==> src/rtl/sat_accum.sv <==
// sat_accum: two-stage pipelined saturating accumulator.
//   Stage 1 clips each valid input sample into the output range.
//   Stage 2 adds the clipped sample to a running total that saturates
//   instead of wrapping, and reports per-sample clip flags.
//   A sticky counter records how many samples hit either rail.
// Ports:
//   clk      rising-edge system clock
//   rst_n    asynchronous active-low reset (all registers to 0)
//   clr      synchronous clear of pipeline, accumulator, flags, counter
//   in_vld   in_data valid this cycle
//   in_data  input sample (IN_W bits, signed or unsigned per SIGNED)
//   out_vld  one-cycle pulse: acc/sat_hi/sat_lo updated for one sample
//   acc      saturated running total (OUT_W bits)
//   sat_hi   reported sample clipped at the top rail (stage 1 or 2)
//   sat_lo   reported sample clipped at the bottom rail (stage 1 or 2)
//   sat_cnt  saturating count of clipped samples
module sat_accum #(
  parameter int IN_W   = 16,
  parameter int OUT_W  = 10,
  parameter int SIGNED = 1,
  parameter int CNT_W  = 8
) (
  input  logic             clk,
  input  logic             rst_n,
  input  logic             clr,
  input  logic             in_vld,
  input  logic [IN_W-1:0]  in_data,
  output logic             out_vld,
  output logic [OUT_W-1:0] acc,
  output logic             sat_hi,
  output logic             sat_lo,
  output logic [CNT_W-1:0] sat_cnt
);

  localparam logic [OUT_W-1:0] MAX_V = (SIGNED != 0) ? {1'b0, {(OUT_W-1){1'b1}}}
                                                     : {OUT_W{1'b1}};
  localparam logic [OUT_W-1:0] MIN_V = (SIGNED != 0) ? {1'b1, {(OUT_W-1){1'b0}}}
                                                     : {OUT_W{1'b0}};

  // Stage 1 registers
  logic             s1_vld_r;
  logic [OUT_W-1:0] s1_data_r;
  logic             s1_hi_r;
  logic             s1_lo_r;

  // Stage 2 / output registers
  logic             out_vld_r;
  logic [OUT_W-1:0] acc_r;
  logic             sat_hi_r;
  logic             sat_lo_r;
  logic [CNT_W-1:0] sat_cnt_r;

  // Combinational intermediates
  logic [IN_W-OUT_W:0] top_s_s;   // bits that must all match the sign when in range
  logic [IN_W-OUT_W:0] top_u_s;   // bits that must all be zero when in range
  logic [OUT_W-1:0]    clip_data_s;
  logic                clip_hi_s;
  logic                clip_lo_s;
  logic [OUT_W:0]      acc_ext_s;
  logic [OUT_W:0]      smp_ext_s;
  logic [OUT_W:0]      sum_s;
  logic                ovf_hi_s;
  logic                ovf_lo_s;
  logic [OUT_W-1:0]    sum_sat_s;
  logic                any_sat_s;

  assign top_s_s = in_data[IN_W-1:OUT_W-1];

  // For unsigned samples only bits above OUT_W matter; a leading zero keeps
  // the vector the same width as the signed test even when IN_W == OUT_W.
  if (IN_W > OUT_W) begin : g_top_wide
    assign top_u_s = {1'b0, in_data[IN_W-1:OUT_W]};
  end else begin : g_top_eq
    assign top_u_s = 1'b0;
  end

  // Stage 1 input clamp into [MIN_V, MAX_V]
  always_comb begin
    clip_data_s = in_data[OUT_W-1:0];
    clip_hi_s   = 1'b0;
    clip_lo_s   = 1'b0;
    if (SIGNED != 0) begin
      if ((&top_s_s) || !(|top_s_s)) begin
        clip_data_s = in_data[OUT_W-1:0];
      end else if (in_data[IN_W-1]) begin
        clip_data_s = MIN_V;
        clip_lo_s   = 1'b1;
      end else begin
        clip_data_s = MAX_V;
        clip_hi_s   = 1'b1;
      end
    end else begin
      if (|top_u_s) begin
        clip_data_s = MAX_V;
        clip_hi_s   = 1'b1;
      end else begin
        clip_data_s = in_data[OUT_W-1:0];
      end
    end
  end

  // Stage 2 one-bit-wider sum and overflow detection
  always_comb begin
    acc_ext_s = {1'b0, acc_r};
    smp_ext_s = {1'b0, s1_data_r};
    ovf_hi_s  = 1'b0;
    ovf_lo_s  = 1'b0;
    if (SIGNED != 0) begin
      acc_ext_s = {acc_r[OUT_W-1], acc_r};
      smp_ext_s = {s1_data_r[OUT_W-1], s1_data_r};
    end else begin
      acc_ext_s = {1'b0, acc_r};
      smp_ext_s = {1'b0, s1_data_r};
    end
    sum_s = acc_ext_s + smp_ext_s;
    // Signed: the two top bits disagree on overflow; 01 = above MAX, 10 = below MIN.
    // Unsigned: a carry out means above MAX; the sum can never go below 0.
    if (SIGNED != 0) begin
      ovf_hi_s = (sum_s[OUT_W:OUT_W-1] == 2'b01);
      ovf_lo_s = (sum_s[OUT_W:OUT_W-1] == 2'b10);
    end else begin
      ovf_hi_s = sum_s[OUT_W];
      ovf_lo_s = 1'b0;
    end
    if (ovf_hi_s) begin
      sum_sat_s = MAX_V;
    end else if (ovf_lo_s) begin
      sum_sat_s = MIN_V;
    end else begin
      sum_sat_s = sum_s[OUT_W-1:0];
    end
    any_sat_s = s1_hi_r | s1_lo_r | ovf_hi_s | ovf_lo_s;
  end

  // Stage 1 register: clipped sample, clip flags and valid
  always_ff @(posedge clk or negedge rst_n) begin
    if (!rst_n) begin
      s1_vld_r  <= 1'b0;
      s1_data_r <= {OUT_W{1'b0}};
      s1_hi_r   <= 1'b0;
      s1_lo_r   <= 1'b0;
    end else if (clr) begin
      s1_vld_r  <= 1'b0;
      s1_data_r <= {OUT_W{1'b0}};
      s1_hi_r   <= 1'b0;
      s1_lo_r   <= 1'b0;
    end else begin
      s1_vld_r  <= in_vld;
      s1_data_r <= clip_data_s;
      s1_hi_r   <= clip_hi_s & in_vld;
      s1_lo_r   <= clip_lo_s & in_vld;
    end
  end

  // Stage 2 register: accumulator, output valid and per-sample flags
  always_ff @(posedge clk or negedge rst_n) begin
    if (!rst_n) begin
      out_vld_r <= 1'b0;
      acc_r     <= {OUT_W{1'b0}};
      sat_hi_r  <= 1'b0;
      sat_lo_r  <= 1'b0;
    end else if (clr) begin
      out_vld_r <= 1'b0;
      acc_r     <= {OUT_W{1'b0}};
      sat_hi_r  <= 1'b0;
      sat_lo_r  <= 1'b0;
    end else if (s1_vld_r) begin
      out_vld_r <= 1'b1;
      acc_r     <= sum_sat_s;
      sat_hi_r  <= s1_hi_r | ovf_hi_s;
      sat_lo_r  <= s1_lo_r | ovf_lo_s;
    end else begin
      out_vld_r <= 1'b0;
      acc_r     <= acc_r;
      sat_hi_r  <= 1'b0;
      sat_lo_r  <= 1'b0;
    end
  end

  // Saturation event counter; updates on the same edge as the flags it counts
  always_ff @(posedge clk or negedge rst_n) begin
    if (!rst_n) begin
      sat_cnt_r <= {CNT_W{1'b0}};
    end else if (clr) begin
      sat_cnt_r <= {CNT_W{1'b0}};
    end else if (s1_vld_r && any_sat_s && !(&sat_cnt_r)) begin
      sat_cnt_r <= sat_cnt_r + {{(CNT_W-1){1'b0}}, 1'b1};
    end else begin
      sat_cnt_r <= sat_cnt_r;
    end
  end

  assign out_vld = out_vld_r;
  assign acc     = acc_r;
  assign sat_hi  = sat_hi_r;
  assign sat_lo  = sat_lo_r;
  assign sat_cnt = sat_cnt_r;

endmodule

==> config.mk <==
export PLATFORM = sky130hd
export DESIGN_NAME = sat_accum
export DESIGN_NICKNAME = d
export VERILOG_FILES = /design/src/rtl/sat_accum.sv
export SDC_FILE = /design/constraint.sdc
export NUM_CORES = 1
export LEC_CHECK = 0
export ABC_CLOCK_PERIOD_IN_PS = 2700
export CAP_MARGIN = 20
export CORE_UTILIZATION = 46
export CTS_CLUSTER_DIAMETER = 30
export DETAILED_ROUTE_END_ITERATION = 10
export HOLD_SLACK_MARGIN = 0.03
export PLACE_DENSITY = 0.75
export SYNTH_ARGS = -nofsm -noshare
export SYNTH_HDL_FRONTEND = slang
export SYNTH_SLANG_ARGS = --single-unit
==> constraint.sdc <==
create_clock -name clk -period 2.7 [get_ports clk]
set_clock_uncertainty 0.2 [all_clocks]
set_input_delay 0.54 -clock clk [delete_from_list [all_inputs] [get_ports clk]]
set_output_delay 0.54 -clock clk [all_outputs]
set_load 0.02 [all_outputs]
==> results.py <==
metrics = {
    "status": {
        "status": "finished with violations",
        "violations": "negative setup slack",
    },
    "pwr": {
        "switching_share_pct": 30.2,
        "p_leak_nw": 1.19,
        "intPower_mw": 0.930,
        "switching_power_mw": 0.403,
        "ir_drop_uv": 327,
        "pwr-share-clk_pct": 30.0,
        "comb_power_share_pct": 27.6,
        "pwr-share-seq_pct": 42.5,
        "power_density_mw_per_mm2": 479,
    },
    "final_layout": {
        "layout_commonest_cell": "clkdlybuf4s50_1",
        "nNetsFinal": 296,
        "finalInstanceArea_mm2": 0.00278,
        "layout-drive-gt1-share_pct": 23.8,
        "fill_cells": 315,
        "regArea_um2": 853,
        "antennaDiodeCount": 0,
        "area_delta_synth_final_pct": 44.2,
        "final_cell_mix": "clkdlybuf4s50_1 (40), dfrtp_1 (32), buf_4 (22)",
        "multi_input_area_mm2": 0.00116,
    },
    "drt": {
        "wire_per_inst_um": 15.4,
        "wl_met2_um": 2310,
        "first_pass_iters": 4,
        "vias": 1806,
        "wl_met1_um": 2220,
        "drt_iter0_drc": 133,
        "wl_um": 4850,
        "via_per_inst": 5.73,
        "top_layer_used": "met4",
        "drc_errors": 0,
        "wl_met3_um": 248,
        "final_antenna_net_count": 0,
    },
    "floorplanning": {
        "die_y_um": 66.8,
        "io-pin-count": 41,
        "rows": 23,
        "initial_core_util_pct": 48.2,
        "core_area_mm2": 0.00400,
        "fp.dieArea_mm2": 0.00446,
        "die_x_um": 66.8,
    },
    "synthesis": {
        "synth_area_mm2": 0.00193,
        "synth_compound_area_share_pct": 19.1,
        "muxShareOfSynthArea_pct": 3.37,
        "synth_xor_area_share_pct": 2.27,
        "synth_cells": 200,
        "synthAdderAreaFrac_pct": 8.17,
        "ys_types": 42,
        "ys_ff_latch": 34,
        "yosys_warnings": 0,
        "syn_nets": 232,
        "synthSimpleGateAreaFrac_pct": 19.8,
        "synth_top_family_by_area": "simple AND/OR/NAND/NOR gates",
        "synth_seq_area_share_pct": 44.1,
        "syn_avg_cell_area_um2": 9.65,
    },
    "setup_path": {
        "critPathCaptureType": "register",
        "ff2ff_setup_slack_ns": -0.05,
        "cp.required_ns": 2.71,
        "crit_arrival_ns": 2.75,
        "regToRegStartpoint": "acc[0]$_DFFE_PN0P_",
        "r2r_cells": 11,
        "crit_slowest_cell": "or4_4",
        "r2r_end": "sat_cnt[7]$_DFFE_PN0P_",
        "crit_chain": "ha_4 -> inv_2 -> fa_2 -> nor2b_2 -> o31a_1 -> o21ai_2 -> a211o_1 -> mux2i_1 -> buf_4 -> or4_4 -> a21oi_2",
        "cpPeakStageDelay_ns": 0.49,
        "critical_path_class": "register to register",
        "startpoint_type": "register",
        "crit_fanout": 8,
    },
    "grt": {
        "grt_pass1_vias": 1620,
        "grt_pass1_wl_um": 7590,
        "grt_antenna_before_repair": 0,
        "grt_max_degree": 35,
        "grt.overflow.total": 0,
        "grt_usage_pct": 23.1,
    },
    "timing": {
        "setup-tns-final_ns": -0.185,
        "period_needed_ns": 2.75,
        "max_freq_mhz": 364,
        "slew_headroom_pct": 39.8,
        "whs_ns": 0.335,
        "slew_violations": 0,
        "finalWorstSetupSlack_ns": -0.0473,
        "fin_crit_sh_pct": 102,
        "hold_viol_final": 0,
        "setup_viol": 5,
        "worst_slew_pin_slew_ns": 0.893,
        "rsz0062_at_grt": "true",
    },
    "place": {
        "globalplace.congestion": 0.859,
        "pre_cts_ws_ns": -0.107,
        "portBuffers": 40,
        "dp_hpwl_um": 3310,
        "placedInstanceArea_mm2": 0.00249,
    },
    "cts": {
        "cts_buffer_depth": 2,
        "htreeDepth": 2,
        "path_clk_slew_ns": 0.08,
        "clk_latency_ns": 0.29,
        "cts.sinks": 34,
        "cts_buffers": 5,
        "root_buffer": "clkbuf_8",
        "holdBufCountCts": 0,
        "tritoncts": "done",
    },
    "worst_hold_path": {
        "min_to": "sat_hi$_DFF_PN0_",
        "hold_class": "register to register",
        "hp-start": "s1_hi_r$_DFF_PN0_",
        "holdPathStages": 2,
    },
    "job": {
        "max_cap_viol_count": 0,
    },
}
==> flip-flops by register name, indices dropped and copies added, names as in the netlist <==
name	cells
sat_hi	1
s1_lo_r	1
s1_vld_r	1
sat_lo	1
acc	10
out_vld	1
sat_cnt	8
s1_data_r	10
s1_hi_r	1
==> cell type report <==
class                   count  area share (%)
flip-flops and latches     34            30.7
clock inverters             2           0.450
well taps                  50            2.25
clock buffers               6            2.97
repair buffers             64            20.9
inverters                   7           0.945
multi-input cells         152            41.8
==> cells by family after synthesis <==
group | after synthesis
DFF | 34
AOI/OAI and AO/OA | 54
and+or+nand+nor | 75
buffers and inverters | 14
adders and majority gates | 12
muxes | 6
xor gates and xnor gates | 5
==> synth_stat cells (all sizes together) <==
cell | n | share of area (%)
and3 | 1 | 0.39
nor3 | 1 | 0.26
a211o | 1 | 0.45
nor2 | 19 | 3.7
a311o | 1 | 0.52
or3 | 2 | 0.65
mux2 | 4 | 2.3
a21oi | 21 | 5.6
mux2i | 2 | 1.0
clkbuf | 5 | 1.0
nand2b | 7 | 2.3
a221o | 7 | 3.6
dfrtp | 34 | 44
nand2 | 20 | 3.9
nand4 | 5 | 1.9
xor2 | 1 | 0.45
buf | 2 | 0.78
o31ai | 2 | 0.78
or4 | 2 | 0.78
fa | 1 | 1.0
o21a | 4 | 1.6
ha | 11 | 7.1
inv | 7 | 1.4
nand3 | 7 | 1.8
xnor2 | 4 | 1.8
o31a | 1 | 0.45
a22o | 2 | 0.91
a211oi | 2 | 0.78
a2111o | 1 | 0.58
nor4b | 2 | 1.2
nor2b | 6 | 1.9
a21o | 1 | 0.39
nor4 | 3 | 0.97
o21ai | 9 | 2.3
o211ai | 2 | 1.0
==> through the flow <==
step	utilization (%)	power, mW	std cells
final	69.5	1.33	315
after global routing	69.5	1.40	315
after CTS	66.2	1.31	308
after detailed placement	62.3	0.896	297
after global placement	62.3	0.885	297
after floorplan	-	0.761	200
==> worst max-delay path: cells and delay by family, from the launching register on <==
family	cells	cell delay [ns]
fa+ha+maj	2	0.38
simple gates	2	0.54
mux	1	0.07
compound gates	4	0.78
flops	1	0.44
buf+inv	2	0.23
==> worst max-delay path by stage <==
stage                                        end  slack, ns                    from  cells past startpoint
after CTS                 sat_cnt[6]$_DFFE_PN0P_      -0.02      acc[0]$_DFFE_PN0P_                     11
after floorplan           sat_cnt[6]$_DFFE_PN0P_     -0.007      acc[4]$_DFFE_PN0P_                      9
after global routing      sat_cnt[6]$_DFFE_PN0P_      -0.13  s1_data_r[0]$_DFF_PN0_                     11
final                     sat_cnt[7]$_DFFE_PN0P_      -0.05      acc[0]$_DFFE_PN0P_                     11
after detailed placement  sat_cnt[6]$_DFFE_PN0P_      -0.11      acc[0]$_DFFE_PN0P_                     11
after global placement    sat_cnt[6]$_DFFE_PN0P_      -0.04      acc[0]$_DFFE_PN0P_                     11
==> power by group through the flow <==
stage | clock, mW | combinational (mW) | sequential, mW
finish | 0.399 | 0.368 | 0.566
CTS | 0.403 | 0.340 | 0.564
global placement | 0 | 0.315 | 0.571
global route | 0.429 | 0.402 | 0.569
floorplan | 0 | 0.171 | 0.590
detailed placement | 0 | 0.323 | 0.573
==> per-layer routing <==
metal | vias to the layer above | GRT usage (%)
met2 | 60 | 36.7
met3 | 9 | 5.31
li1 | 853 | -
met4 | 0 | 5.59
met5 | - | 0
met1 | 884 | 31.5
==> repair_timing <==
item / CTS / global route
setup buffers: 3 / 6
gates resized for setup: 8 / 19
setup endpoints to repair: 13 / 15
pin swaps: 2 / 12
Note: power is estimated with default switching activity, not from simulation.
